**src/rtl/ps_guard_pkg.sv**
```systemverilog
// ps_guard_pkg: shared types for the PacketStream packet guard.
//   ps_guard_state_t : guard FSM state encoding (IDLE, BUSY, DROP)
package ps_guard_pkg;

  typedef enum logic [1:0] {
    IDLE = 2'd0,
    BUSY = 2'd1,
    DROP = 2'd2
  } ps_guard_state_t;

endpackage

```
**src/rtl/ps_guard_if.sv**
```systemverilog
// ps_guard_if: PacketStream word handshake (data, valid, end-of-packet, ready).
//   master : drives dat/val/eop, receives rdy
//   slave  : receives dat/val/eop, drives rdy
interface ps_guard_if #(
  parameter int WIDTH = 8
);
  logic [WIDTH-1:0] dat;
  logic             val;
  logic             eop;
  logic             rdy;

  modport master (output dat, output val, output eop, input rdy);
  modport slave  (input dat, input val, input eop, output rdy);
endinterface

```
**src/rtl/ps_sat_counter.sv**
```systemverilog
// ps_sat_counter: up-counter that holds at all-ones.
//   reset in  async active-high reset (count -> 0)
//   clk   in  clock
//   clr   in  restart count; with inc the count restarts at 1, otherwise at 0
//   inc   in  count one event
//   cnt   out current count
module ps_sat_counter #(
  parameter int WIDTH = 16
) (
  input  logic             reset,
  input  logic             clk,
  input  logic             clr,
  input  logic             inc,
  output logic [WIDTH-1:0] cnt
);

  logic [WIDTH-1:0] r_cnt;
  logic             w_sat;

  assign w_sat = &r_cnt;
  assign cnt   = r_cnt;

  always_ff @(posedge clk or posedge reset) begin
    if (reset) begin
      r_cnt <= '0;
    end else if (clr) begin
      r_cnt <= inc ? WIDTH'(1) : '0;
    end else if (inc && !w_sat) begin
      r_cnt <= r_cnt + WIDTH'(1);
    end
  end

endmodule

```
**src/rtl/ps_guard.sv**
```systemverilog
// ps_guard: PacketStream packet guard. Closes the outbound packet early on an
// abort or when the runtime maximum length is reached, then discards the rest
// of the inbound packet up to its EOP. A one-word holding buffer lets the last
// forwarded word carry a forced EOP.
//   reset     in   async active-high reset
//   clk       in   clock
//   abort     in   abort request for the packet currently in the buffer
//   max_len   in   max words per packet, 0 = unlimited
//   i_ps      slave   inbound stream (dat/val/eop in, rdy out)
//   o_ps      master  outbound stream (dat/val/eop out, rdy in)
//   o_err     out  truncated-packet flag, qualifies o_ps.eop (only with PS_GUARD_ERR_EN)
//   dropping  out  high while discarding the remainder of a truncated packet
//   trunc_cnt out  saturating count of truncated packets
// Build option: define PS_GUARD_ERR_EN to add the o_err port.
//
// state | meaning
// IDLE  | no word buffered, waiting for the first word of a packet
// BUSY  | one word buffered, forwarding the packet
// DROP  | packet truncated, discarding inbound words up to the EOP
module ps_guard
  import ps_guard_pkg::*;
#(
  parameter int WIDTH     = 8,
  parameter int LEN_WIDTH = 16,
  parameter int CNT_WIDTH = 16
) (
  input  logic                 reset,
  input  logic                 clk,
  input  logic                 abort,
  input  logic [LEN_WIDTH-1:0] max_len,
  ps_guard_if.slave            i_ps,
  ps_guard_if.master           o_ps,
`ifdef PS_GUARD_ERR_EN
  output logic                 o_err,
`endif
  output logic                 dropping,
  output logic [CNT_WIDTH-1:0] trunc_cnt
);

  ps_guard_state_t      r_state;
  logic [WIDTH-1:0]     r_buf_dat;
  logic                 r_buf_eop;
  logic                 r_abort_hold;
  logic [LEN_WIDTH-1:0] w_len_cnt;

  logic w_busy, w_lim_hit, w_close;
  logic w_o_val, w_o_eop, w_xfer;
  logic w_start, w_cont, w_load, w_trunc;

  assign w_busy    = (r_state == BUSY);
  // A buffered EOP is a natural end, never a limit hit.
  assign w_lim_hit = (max_len != '0) && (w_len_cnt >= max_len) && !r_buf_eop;
  assign w_close   = abort | r_abort_hold | w_lim_hit;

  // A non-EOP word only leaves when its successor is presented, so the
  // buffer always knows whether it holds the last word of the packet.
  assign w_o_val = w_busy & (i_ps.val | r_buf_eop | w_close);
  assign w_o_eop = w_busy & (r_buf_eop | w_close);
  assign w_xfer  = w_o_val & o_ps.rdy;

  assign w_start = ((r_state == IDLE) & i_ps.val) | (w_xfer & r_buf_eop & i_ps.val);
  assign w_cont  = w_xfer & ~w_o_eop;
  assign w_load  = w_start | w_cont;
  assign w_trunc = w_xfer & w_close & ~r_buf_eop;

  assign o_ps.dat  = r_buf_dat;
  assign o_ps.val  = w_o_val;
  assign o_ps.eop  = w_o_eop;
  assign i_ps.rdy  = w_busy ? o_ps.rdy : 1'b1;
  assign dropping  = (r_state == DROP);
`ifdef PS_GUARD_ERR_EN
  assign o_err     = w_busy & w_close & ~r_buf_eop;
`endif

  always_ff @(posedge clk or posedge reset) begin
    if (reset) begin
      r_state      <= IDLE;
      r_buf_dat    <= '0;
      r_buf_eop    <= 1'b0;
      r_abort_hold <= 1'b0;
    end else begin
      if (w_load) begin
        r_buf_dat <= i_ps.dat;
        r_buf_eop <= i_ps.eop;
      end
      case (r_state)
        IDLE: begin
          r_abort_hold <= 1'b0;
          if (i_ps.val) r_state <= BUSY;
        end
        BUSY: begin
          if (w_xfer) begin
            r_abort_hold <= 1'b0;
            if (w_trunc) begin
              // The word accepted alongside the truncating transfer is discarded.
              r_state <= (i_ps.val && i_ps.eop) ? IDLE : DROP;
            end else if (r_buf_eop && !i_ps.val) begin
              r_state <= IDLE;
            end
          end else if (abort) begin
            r_abort_hold <= 1'b1;
          end
        end
        DROP: begin
          r_abort_hold <= 1'b0;
          if (i_ps.val && i_ps.eop) r_state <= IDLE;
        end
        default: begin
          r_state      <= IDLE;
          r_abort_hold <= 1'b0;
        end
      endcase
    end
  end

  ps_sat_counter #(.WIDTH(LEN_WIDTH)) u_len_cnt (
    .reset (reset),
    .clk   (clk),
    .clr   (w_start),
    .inc   (w_load),
    .cnt   (w_len_cnt)
  );

  ps_sat_counter #(.WIDTH(CNT_WIDTH)) u_trunc_cnt (
    .reset (reset),
    .clk   (clk),
    .clr   (1'b0),
    .inc   (w_trunc),
    .cnt   (trunc_cnt)
  );

endmodule
```
**src/flat_wrapper.sv**
```systemverilog
// flat-port wrapper written by rule: the top's interface ports become plain ports
module ps_guard_flat import ps_guard_pkg::*;
#(
  parameter int WIDTH     = 8,
  parameter int LEN_WIDTH = 16,
  parameter int CNT_WIDTH = 16
)
  (reset, clk, abort, max_len, dropping, trunc_cnt, i_ps_dat, i_ps_val, i_ps_eop, i_ps_rdy, o_ps_dat, o_ps_val, o_ps_eop, o_ps_rdy);
  ps_guard_if #(.WIDTH(WIDTH)) i_ps_i ();
  ps_guard_if #(.WIDTH(WIDTH)) o_ps_i ();
  input  logic reset;
  input  logic clk;
  input  logic abort;
  input  logic [LEN_WIDTH-1:0] max_len;
  output logic dropping;
  output logic [CNT_WIDTH-1:0] trunc_cnt;
  input wire logic [$bits(i_ps_i.dat)-1:0] i_ps_dat;
  input wire logic [$bits(i_ps_i.val)-1:0] i_ps_val;
  input wire logic [$bits(i_ps_i.eop)-1:0] i_ps_eop;
  output wire logic [$bits(i_ps_i.rdy)-1:0] i_ps_rdy;
  output wire logic [$bits(o_ps_i.dat)-1:0] o_ps_dat;
  output wire logic [$bits(o_ps_i.val)-1:0] o_ps_val;
  output wire logic [$bits(o_ps_i.eop)-1:0] o_ps_eop;
  input wire logic [$bits(o_ps_i.rdy)-1:0] o_ps_rdy;
  assign i_ps_i.dat = i_ps_dat;
  assign i_ps_i.val = i_ps_val;
  assign i_ps_i.eop = i_ps_eop;
  assign i_ps_rdy = i_ps_i.rdy;
  assign o_ps_dat = o_ps_i.dat;
  assign o_ps_val = o_ps_i.val;
  assign o_ps_eop = o_ps_i.eop;
  assign o_ps_i.rdy = o_ps_rdy;
  ps_guard #(.WIDTH(WIDTH), .LEN_WIDTH(LEN_WIDTH), .CNT_WIDTH(CNT_WIDTH)) u_core (.reset(reset), .clk(clk), .abort(abort), .max_len(max_len), .i_ps(i_ps_i), .o_ps(o_ps_i), .dropping(dropping), .trunc_cnt(trunc_cnt));
endmodule
```
**config.mk**
```make
export PLATFORM = sky130hd
export DESIGN_NAME = ps_guard_flat
export DESIGN_NICKNAME = d
export VERILOG_FILES = /design/src/rtl/ps_guard_pkg.sv /design/src/rtl/ps_guard_if.sv /design/src/rtl/ps_sat_counter.sv /design/src/rtl/ps_guard.sv /design/src/flat_wrapper.sv
export SDC_FILE = /design/constraint.sdc
export NUM_CORES = 1
export LEC_CHECK = 0
export CORE_MARGIN = 3
export CORE_UTILIZATION = 53
export CTS_CLUSTER_SIZE = 14
export DETAILED_ROUTE_END_ITERATION = 6
export GPL_TIMING_DRIVEN = 1
export PLACE_DENSITY = 0.79
export SYNTH_ARGS = -nofsm -noshare
export SYNTH_HDL_FRONTEND = slang
export SYNTH_HIERARCHICAL = 1
export SYNTH_SLANG_ARGS = --single-unit
```
**constraint.sdc**
```tcl
create_clock -name clk -period 4.47 [get_ports clk]
set_input_delay 0.447 -clock clk [delete_from_list [all_inputs] [get_ports clk]]
set_output_delay 0.447 -clock clk [all_outputs]
set_load 0.02 [all_outputs]
```
# Word-level counts from Yosys, hierarchy flattened

Index checks and enable logic that the tools add are counted.

Output and inout port bits: 28
Flip-flop bits (word level): 44
Bits of input ports: 30
Word-level logic and storage cells: 64

Equality and inequality tests: 7
Add/sub/neg operators: 2
Bitwise operators: 18
$lt $le $gt $ge: 1
Reductions and logical operators: 16
Multiplexer cells: 14

Operators by type and width:

| operator                | count |
|---|---|
| $add A16 B1 Y16 const B | 2 |
| $mux W16                | 2 |
| $reduce_and A16 Y1      | 2 |
| $ge A16 B16 Y1          | 1 |
| $reduce_bool A16 Y1     | 1 |
| $mux W2                 | 6 |
| $and A1 B1 Y1           | 9 |
| $or A1 B1 Y1            | 7 |
| $logic_and A1 B1 Y1     | 6 |
| $ne A3 B3 Y1 const B    | 2 |
| $pmux W2 S3             | 1 |
| $mux W1                 | 5 |
| $logic_not A1 Y1        | 4 |
| $ne A2 B2 Y1 const B    | 2 |
| $reduce_and A4 Y1       | 1 |
| $eq A2 B1 Y1 const B    | 1 |
| $eq A2 B2 Y1 const B    | 1 |
| $logic_not A2 Y1        | 1 |
| $ne A2 B1 Y1 const B    | 1 |
| $not A1 Y1              | 2 |
| $reduce_bool A2 Y1      | 1 |

# Longest topological paths before layout

Word-level depth: 14
Mapped depth: 14
Depth with buffers taken out: 12

# Hierarchy

The synthesis kept the hierarchy.

Modules (own cells, without submodules):

| module         | times used | area each (µm²) | sequential area each (µm²) | cells an instance |
|---|---|---|---|---|
| ps_sat_counter | 2          | 996.0           | 400.4                      | 102 |
| ps_guard       | 1          | 1,041.0         | 300.3                      | 115 |

# Worst setup path before layout

OpenSTA, ideal clock, no wires.

Path kind: in2reg
From: in max_len[15]
To: reg u_core.u_trunc_cnt.r_cnt[15] (netlist: u_core/u_trunc_cnt/cnt[15])
Arrival: 3.138 ns
Library setup time: 0.077 ns
Stages: 12
Setup slack: 1.255 ns
Path buffers: 0
Cell sequence: inv_1 > ha_1 > nand4_2 > or3_1 > or3_1 > nand4_1 > o211ai_1 > nor3_1 > and4_1 > o311ai_4 > or4_1 > a21oi_1

Cells in the longest elaborated chain, start to end: 10
Elaborated cells between the ends (all ways): 11
Classes of those cells: order compare (1); bitwise (6); reduce/logical (4)

Ends and longest elaborated chain:

| what                                                         | line                 | RTL |
|---|---|---|
| start, declared                                              | flat_wrapper.sv:14   | `input logic [LEN_WIDTH-1:0] max_len;` |
| $ge A16 B16 Y1 / $reduce_bool A16 Y1 (equally long branches) | ps_guard.sv:52       | `assign w_lim_hit = (max_len != '0) && (w_len_cnt >= max_len) && !r_buf_eop;` |
| $logic_and A1 B1 Y1 * (2 in series)                          | ps_guard.sv:52       |  |
| $or A1 B1 Y1 *                                               | ps_guard.sv:53       | `assign w_close = abort \| r_abort_hold \| w_lim_hit;` |
| $or A1 B1 Y1                                                 | ps_guard.sv:57       | `assign w_o_val = w_busy & (i_ps.val \| r_buf_eop \| w_close);` |
| $and A1 B1 Y1                                                | ps_guard.sv:57       |  |
| $and A1 B1 Y1                                                | ps_guard.sv:59       | `assign w_xfer = w_o_val & o_ps.rdy;` |
| $and A1 B1 Y1 * (2 in series)                                | ps_guard.sv:64       | `assign w_trunc = w_xfer & w_close & ~r_buf_eop;` |
| via u_core.w_trunc                                           | ps_guard.sv:48       | `logic w_start, w_cont, w_load, w_trunc;` |
| $logic_and A1 B1 Y1 *                                        | ps_sat_counter.sv:28 | `end else if (inc && !w_sat) begin` |
| end signal, assigned                                         | ps_sat_counter.sv:27 | `r_cnt <= inc ? WIDTH'(1) : '0;` |
| end signal, assigned                                         | ps_sat_counter.sv:29 | `r_cnt <= r_cnt + WIDTH'(1);` |
| end, declared                                                | ps_sat_counter.sv:17 | `logic [WIDTH-1:0] r_cnt;` |

Mark *: on every way through the listed nets, which the timed path passes. The rest lies on a longest branch.
A chain may end at the register's enable or synchronous reset.

# Worst setup path after layout

Ends and elaborated chain as after synthesis.

==> results by group <==
Outcome
  – Status: finished clean

Drt
  – Via Count: 2,710
  – Detailed Routing Iterations Pass 1: 6
  – # DRC: 0
  – Total routed wirelength: roughly 7200 um
  – Avg WL per Cell: 16.1 um
  – Via density: between 6 and 7
  – DRT iter0 DRCs: around 140
  – Final ANT Viol Nets: 0

Clock tree
  – Clock slew at reported path FFs: approximately 0.080 ns
  – H-tree Lvls: 2
  – Count of hold-fix buffers inserted at cts: 0
  – CTS Buf Count: 5
  – Post CTS Setup Buffer Count: 0
  – Clk root buf: clkbuf_8
  – Post-cts gate resize count: 0
  – CTS tree: built
  – Max clock buf depth: 2
  – Clk sinks: 44
  – Clock latency on the worst-skew pair: 0.30 ns

STA
  – Crit path time final: 3.79 ns
  – Final Max Tran Viols: 0
  – Final period util: a little over four fifths
  – Endpoints failing setup: 0
  – RSZ-0062 raised after global routing: no
  – Worst-margin pin slew: ~0.64 ns
  – TNS Setup: 0 ns
  – Fmax: 264 MHz
  – Worst setup skew after layout: 0.0119 ns
  – Final Hold Vio Count: 0
  – Worst slew margin: between 50% and 60%
  – Final setup margin: 0.679 ns

Cells and area
  – Most frequent cells in the layout: clkdlybuf4s50_1 (57), dfrtp_1 (44), inv_1 (29)
  – Post-layout util: a little over two thirds
  – Fillers: between 400 and 500
  – Layout cells sized above 1: between 10% and 20%
  – Commonest non-fill, non-tap cell in the layout: clkdlybuf4s50_1
  – Final nets: ~430
  – Layout overhead on the synthesized area: 23.4%
  – Register area: around 1100 um2
  – Area occupied by multi-input gates: about 1700 um2
  – Post-Layout Cell Count: 448
  – ANT cells: 0

Die
  – Initial Utilization: a little under three fifths
  – Site Rows: 26
  – # IOs: 58
  – DIE AREA: around 6700 um2
  – Die X: ~82 um
  – Y dimension of the die: 81.6 um
  – Total core area: between 5000 and 6000 um2

Placed design
  – PortBufs: 57
  – Routability cong.: about 0.8
  – Hpwl dp: between 5000 and 6000 um
  – Pre-CTS setup slack: ~0.41 ns
  – Placed cells: 440

Global route
  – Initial antenna violation count: 0
  – GRT Overall Usage: a little under a quarter
  – Largest net degree at the start of global routing: 20
  – Grt total ovfl: 0
  – First-pass GRT wire length: between 10,000 and 15,000 um
  – Vias in the first global route: ~2,700

Logic synthesis
  – Synth cell types: 48
  – Sequential fraction of the synthesis area: 36.3%
  – Mapped Area: just over 3000 um2
  – Syn. warnings: 6
  – Asr flop ratio synth: 100%
  – Syn Nets: approximately 370
  – Top cell type's share of synthesized area: 36.3%
  – Yosys reg bits: 44
  – Synth Flop Type: dfrtp_1
  – Area contributors post-synth: dfrtp_1 (36%), ha_1 (7.4%), mux2_4 (5.0%), a21oi_1 (4.5%), inv_1 (3.6%)
  – Biggest area consumer among synthesized cells: dfrtp_1
  – Syn Area/Cell: about 9.5 um2
  – Post-synth EDFFs: 0
  – Post-synthesis cell count: 319

Power
  – Part of the power in combinational logic: between 30% and 40%
  – Leak pwr: 0.00163 uW
  – Final Power: about 1400 uW
  – Int Power: roughly 890 uW
  – Pwr dens: approximately 360 nW/um2
  – VDD IR-drop max: about 0.26 mV
  – Sequential share of power: a little under 40%
  – Clk pwr share: around 22%
  – P_sw: 458 uW
  – Sw Share: 33.8%

Worst setup path
  – Setup crit end kind: flop
  – Setup crit start kind: input port
  – Req. time, crit path: about 4.7 ns
  – Critical path arrival: approximately 4.0 ns
  – CP Max Fanout: 11
  – Crit Path Category: in -> reg

Job
  – Max Cap Violations: 0

Hold path
  – Min-delay worst type: reg -> reg
critical path, stage by stage:
cell and delay [ns]:
clkdlybuf4s50_1 0.48, inv_1 0.05, ha_1 0.31, nand4_2 0.12
or3_1 0.39, or3_1 0.43, nand4_1 0.12, o211ai_1 0.14
nor3_1 0.17, buf_4 0.20, and4_1 0.29, o311ai_4 0.16
or4_1 0.52, a21oi_1 0.17
final cells by class:
| type | instances | area share, % |
|---|---|---|
| clock buffers | 6 | 1.94 |
| clock inverters | 2 | 0.936 |
| inverters | 29 | 2.91 |
| multi-input cells | 237 | 46.6 |
| flip-flops and latches | 44 | 29.4 |
| well taps | 70 | 2.34 |
| repair buffers | 60 | 15.8 |
routing by layer:
| metal | global-route usage (%) | share of wire (%) |
|---|---|---|
| met2 | 41.0 | 50 |
| met4 | 9.14 | 2.2 |
| met5 | 0 | 0 |
| met3 | 3.84 | 5.2 |
| met1 | 29.3 | 42 |
stage by stage:
step	hold slack [ns]	instance area, um2
after floorplan	0.312	3030
after global placement	0.490	3630
after detailed placement	0.494	3630
after CTS	0.517	3740
after global routing	0.532	3740
final	0.513	3740
power groups by stage:
stage	combinational [uW]	clock, uW	sequential [uW]
3_3_place_gp	512	0	534
4_1_cts	525	309	531
2_1_floorplan	284	0	577
3_5_place_dp	519	0	538
6_report	521	300	531
5_1_grt	570	323	543
state kept, by name (all words and copies together) (netlist names):
name and count:
u_core/r_abort_hold 1, u_core/u_trunc_cnt/cnt 16, u_core/r_state 2, u_core/u_len_cnt/cnt 16, u_core/r_buf_eop 1, u_core/o_ps.dat 8
synth_stat cells (3+ instances only):
cell,number
mux2_4,10
o31ai_1,8
dfrtp_1,44
or2_2,3
nand4_4,4
nand2b_1,5
or3_1,10
nor3_1,13
ha_1,18
nor2_1,20
a21oi_1,27
or3_2,4
inv_1,29
nand2_1,19
buf_6,5
nand3_1,8
o211ai_1,3
or4_1,6
nand4_1,14
o21ai_0,16
nor4_1,9
path summary, 6_finish.rpt:
path,from,endpoint,slack (ns),cells past startpoint
min in group asynchronous,reset,u_core/o_ps.dat[4],0.55,2
max,max_len[15],u_core/u_trunc_cnt/cnt[15],0.68,14
min,u_core/o_ps.dat[0],u_core/o_ps.dat[0],0.51,1
min reg2reg,u_core/o_ps.dat[0],u_core/o_ps.dat[0],0.51,1
max reg2reg,u_core/u_len_cnt/cnt[12],u_core/u_trunc_cnt/cnt[15],0.85,12
max in group asynchronous,reset,u_core/u_len_cnt/cnt[8],3.42,2
kinds of logic after synthesis:
logic type,share of synthesized area (%)
AOI/OAI and AO/OA,15.7
other,0.124
adders and majority gates,7.43
buffers and inverters,6.19
muxes,5.69
DFF,36.3
and+or+nand+nor,28.5
Power figures use the tool's default switching activity.
